**config.mk**
```make
export PLATFORM = sky130hd
export DESIGN_NAME = instr_fetch_unit
export DESIGN_NICKNAME = d
export VERILOG_FILES = /design/src/rtl/instr_fetch_unit.sv
export SDC_FILE = /design/constraint.sdc
export NUM_CORES = 1
export LEC_CHECK = 0
export CAP_MARGIN = 20
export CORE_ASPECT_RATIO = 1.4
export CORE_MARGIN = 5
export CORE_UTILIZATION = 39
export DETAILED_ROUTE_END_ITERATION = 10
export PLACE_DENSITY = 0.79
export SYNTH_ARGS = -nofsm -noshare
export SYNTH_HDL_FRONTEND = slang
export SYNTH_SLANG_ARGS = --single-unit
```
**constraint.sdc**
```tcl
create_clock -name clk -period 1.59 [get_ports clk]
set_clock_uncertainty 0.05 [all_clocks]
set_input_delay 0.318 -clock clk [delete_from_list [all_inputs] [get_ports clk]]
set_output_delay 0.318 -clock clk [all_outputs]
set_load 0.01 [all_outputs]
```
**src/rtl/instr_fetch_unit.sv**
```systemverilog
// instr_fetch_unit: fetch stage. It reads bytes from a synchronous instruction
// memory and builds one- or two-byte instructions for decode.
// Ports: clk, rst_n (async, active-low).
// Memory side: imem_addr, imem_rd_en and imem_rdata.
// Decode side: instr, imm, instr_valid and instr_ready.
// Control: pc_load, pc_load_addr, pc and halted.
// The optional macro IFU_PERF_CNT_EN adds a fetch_count output, a 16-bit
// saturating count of accepted instructions.
module instr_fetch_unit #(
   parameter int unsigned ADDR_W   = 8,
   parameter int unsigned RESET_PC = 0
) (
   input  logic              clk,
   input  logic              rst_n,
   output logic [ADDR_W-1:0] imem_addr,
   output logic              imem_rd_en,
   input  logic [7:0]        imem_rdata,
   output logic [7:0]        instr,
   output logic [7:0]        imm,
   output logic              instr_valid,
   input  logic              instr_ready,
   input  logic              pc_load,
   input  logic [ADDR_W-1:0] pc_load_addr,
   output logic [ADDR_W-1:0] pc,
   output logic              halted
`ifdef IFU_PERF_CNT_EN
   ,
   output logic [15:0]       fetch_count
`endif
);

   typedef enum logic [2:0] {
      F1, F1W, F2, F2W, OUT, HALT
   } state_e;

   localparam logic [ADDR_W-1:0] RST_PC = ADDR_W'(RESET_PC);

   state_e            state_q, state_d;
   logic [ADDR_W-1:0] pc_q, pc_d;
   logic [7:0]        instr_q, instr_d;
   logic [7:0]        imm_q, imm_d;
   logic              two_byte;
   logic              redirect;

   assign two_byte = (imem_rdata[7:4] == 4'b1001) ||
                     (imem_rdata[7:4] == 4'b1101);
   assign redirect = pc_load && (state_q != HALT);

   always_comb begin
      state_d = state_q;
      pc_d    = pc_q;
      instr_d = instr_q;
      imm_d   = imm_q;
      unique case (state_q)
         F1:  state_d = F1W;
         F1W: begin
            instr_d = imem_rdata;
            imm_d   = 8'h00;
            pc_d    = pc_q + ADDR_W'(1);
            state_d = two_byte ? F2 : OUT;
         end
         F2:  state_d = F2W;
         F2W: begin
            imm_d   = imem_rdata;
            pc_d    = pc_q + ADDR_W'(1);
            state_d = OUT;
         end
         OUT: begin
            if (instr_ready)
               state_d = (instr_q[7:4] == 4'b1111) ? HALT : F1;
         end
         HALT: state_d = HALT;
         default: state_d = F1;
      endcase
      // A redirect wins over everything: any capture planned for this
      // cycle is dropped and a pending halt is cancelled.
      if (redirect) begin
         state_d = F1;
         pc_d    = pc_load_addr;
         instr_d = instr_q;
         imm_d   = imm_q;
      end
   end

   always_ff @(posedge clk or negedge rst_n) begin
      if (!rst_n) begin
         state_q <= F1;
         pc_q    <= RST_PC;
         instr_q <= 8'h00;
         imm_q   <= 8'h00;
      end else begin
         state_q <= state_d;
         pc_q    <= pc_d;
         instr_q <= instr_d;
         imm_q   <= imm_d;
      end
   end

   assign imem_addr   = pc_q;
   // State resets to F1, so the strobe is also gated by rst_n. This keeps
   // it low during reset.
   assign imem_rd_en  = rst_n && ((state_q == F1) || (state_q == F2));
   assign instr       = instr_q;
   assign imm         = imm_q;
   assign instr_valid = (state_q == OUT);
   assign pc          = pc_q;
   assign halted      = (state_q == HALT);

`ifdef IFU_PERF_CNT_EN
   logic [15:0] cnt_q, cnt_d;

   always_comb begin
      cnt_d = cnt_q;
      if ((state_q == OUT) && instr_ready && !pc_load &&
          (cnt_q != 16'hFFFF))
         cnt_d = cnt_q + 16'd1;
   end

   always_ff @(posedge clk or negedge rst_n) begin
      if (!rst_n) cnt_q <= 16'h0000;
      else        cnt_q <= cnt_d;
   end

   assign fetch_count = cnt_q;
`endif

endmodule

```
==> out/metrics.yaml <==
status: "finished, violations left"
violations: "negative setup slack"
cp_max_fo: 7
p_per_area_mw_per_mm2: 1510
synth_seq_area_share_pct: 47.0
vdd_ir_drop_max_uv: 1060
clk_path_buf_depth: 2
port_buffers: 54
die_h_um: 81.9
drive_above_1_share_pct: 31.4
worst_ep_arrival_time_ns: 1.76
layout_setup_ws_ns: -0.0125
power.total_mw: 3.58
startpoint_type: "flip-flop"
cp_cell_sequence: "or3b_4 > or4_4 > o211ai_2"
yosys_most_used_dff: "dfrtp_1"
cts_max_level: 1
fmax_mhz: 624
gp_congestion: 0.755
grt_overflow: 0
n_antenna_cell: 0
route.vias.total: 1441
ios: 55
power.leakage_nw: 1.25
area_delta_synth_final_pct: 64.7
cts_inserted_buffers: 3
ys_ff_latch: 27
drt-pass1-iter-count: 4
antenna_found_initial: 0
worst_skew_pair.late_latency_ns: 0.29
clkSinkCount: 27
drt-vias-per-instance: 5.38
initial_core_util_pct: 39.8
synth_cell_types: 38
regToRegSetupSlack_ns: -0.01
rsz0062_at_grt: "true"
wl_per_cell_um: 16.0
fin_crit_sh_pct: 101
final_nets: 248
dieArea_mm2: 0.00502
critPathRequiredTime_ns: 1.75
ys_warn_count: 0
hold_class: "in2async"
synth_edf_count: 0
drtIter0Drc: 42
r2r_cells: 3
final_cell_mix: "buf_4, clkdlybuf4s50_1, nand2_1, dfrtp_1, dlymetal6s2s_1"
holdWs_ns: 0.179
path_class: "reg2reg"
die_w_um: 61.3
finalHoldViolations: 0
drv_cap: 0
finalSetupViolCount: 1
post-route-min-period_ns: 1.60
endpoint_kind: "flip-flop"
slew_headroom_pct: 75.9
drt_wl_total_mm: 4.30
grtUsageTotal_pct: 18.0
num_rows: 26
grt_pass1_vias: 1463
netlist_area_mm2: 0.00144
clk_pin_slew_ns: 0.10
r2r_start: "state_q[2]"
final_common_cell: "buf_4"
tightest_slew_ns: 0.362
core_mm2: 0.00361
grt_first_pass_wirelength_mm: 6.74
synth_fp_nets: 166
async_flop_share_pct: 100
dpl.hpwl_mm: 3.01
max_stage_delay_ns: 0.52
root_buffer: "clkbuf_8"
fin_util_pct: 65.6
syn_inst: 145
grt_max_degree: 28
slew_viol_final: 0
cp_slowest_cell: "or4_4"
route.detailed.drc: 0
tritoncts: "built"
avgSynthCellArea_um2: 9.92
timing.rr.end: "imem_addr[7]"
antenna_left: 0
## cells in the mapped netlist (all sizes together) (2+ instances only)
library cell / number / area [um^2]
a21oi: 3 / 15.0
xnor2: 2 / 17.5
a211oi: 2 / 15.0
mux2: 8 / 90.1
nor3b: 5 / 48.8
or3: 2 / 12.5
clkbuf: 5 / 18.8
dfrtp: 27 / 676
nand2: 20 / 75.1
nor3: 3 / 15.0
o21ai: 5 / 25.0
nand3: 14 / 70.1
nor2: 3 / 11.3
nand2b: 5 / 31.3
o21a: 2 / 15.0
or3b: 2 / 17.5
o211ai: 6 / 55.1
nor2b: 2 / 12.5
or4: 2 / 15.0
inv: 3 / 11.3
buf: 10 / 76.3
o22ai: 3 / 18.8
## worst max-delay path: cells and delay by family (launching register included)
kind | cells | cell delay (ns)
simple gates | 2 | 0.94
flops | 1 | 0.47
compound gates | 1 | 0.07
## cell type report
| cell class | count | area (um^2) |
|---|---|---|
| clock buffer | 4 | 45.0 |
| fill | 285 | 1240 |
| inverter | 3 | 11.3 |
| multi-input combinational | 100 | 707 |
| sequential | 27 | 684 |
| tap | 42 | 52.6 |
| timing repair buffer | 92 | 870 |
## worst max-delay path by stage
| stage | start | endpoint | slack [ns] |
|---|---|---|---|
| 2_1_floorplan | state_q[2] | imem_addr[5] | 0.06 |
| 3_3_place_gp | rst_n | imem_rd_en | -0.44 |
| 3_5_place_dp | rst_n | imem_rd_en | -0.45 |
| 4_1_cts | state_q[2] | imem_addr[7] | -0.02 |
| 5_1_grt | state_q[2] | imem_addr[7] | -0.05 |
| 6_report | state_q[2] | imem_addr[7] | -0.01 |
## stage by stage
stage	area, um^2	setup TNS [ns]	instances	setup slack, ns
final	2370	-0.0125	268	-0.0125
after global routing	2370	-0.0614	268	-0.0483
after CTS	2280	-0.0274	265	-0.0182
after detailed placement	2130	-4.81	250	-0.454
after global placement	2130	-4.35	250	-0.445
after floorplan	1440	0	145	0.0586
## flip-flops by register name, summed over array words and instances (netlist names)
| name | flops |
|---|---|
| instr | 8 |
| state_q | 3 |
| imem_addr | 8 |
| imm | 8 |
## cells by family after synthesis
logic type	synth area share (%)
AOI/OAI and AO/OA	12.3
xor gates and xnor gates	1.83
adders and majority gates	0.869
buffers and inverters	7.39
DFF	47.0
muxes	6.96
and+or+nand+nor	23.7
## per-layer routing
layer | track usage [%] | routed length [um] | vias up
met2 | 32.2 | 2310 | 50
met3 | 3.14 | 296 | 7
li1 | - | - | 675
met4 | 5.73 | 61 | 0
met1 | 21.2 | 1630 | 709
met5 | 0 | 0 | -
## power by group
part | total [mW] | leakage [nW] | internal (mW) | switching [mW]
combinational | 2.04 | 0.899 | 1.19 | 0.860
clock | 0.416 | 0.0228 | 0.181 | 0.235
sequential | 1.12 | 0.331 | 0.931 | 0.193
## what timing repair did
item,CTS,global route
hold buffers,0,0
pin swaps,3,1
setup buffers,11,3
resized for setup,33,27
setup endpoints to repair,31,32
Power figures use the tool's default switching activity.
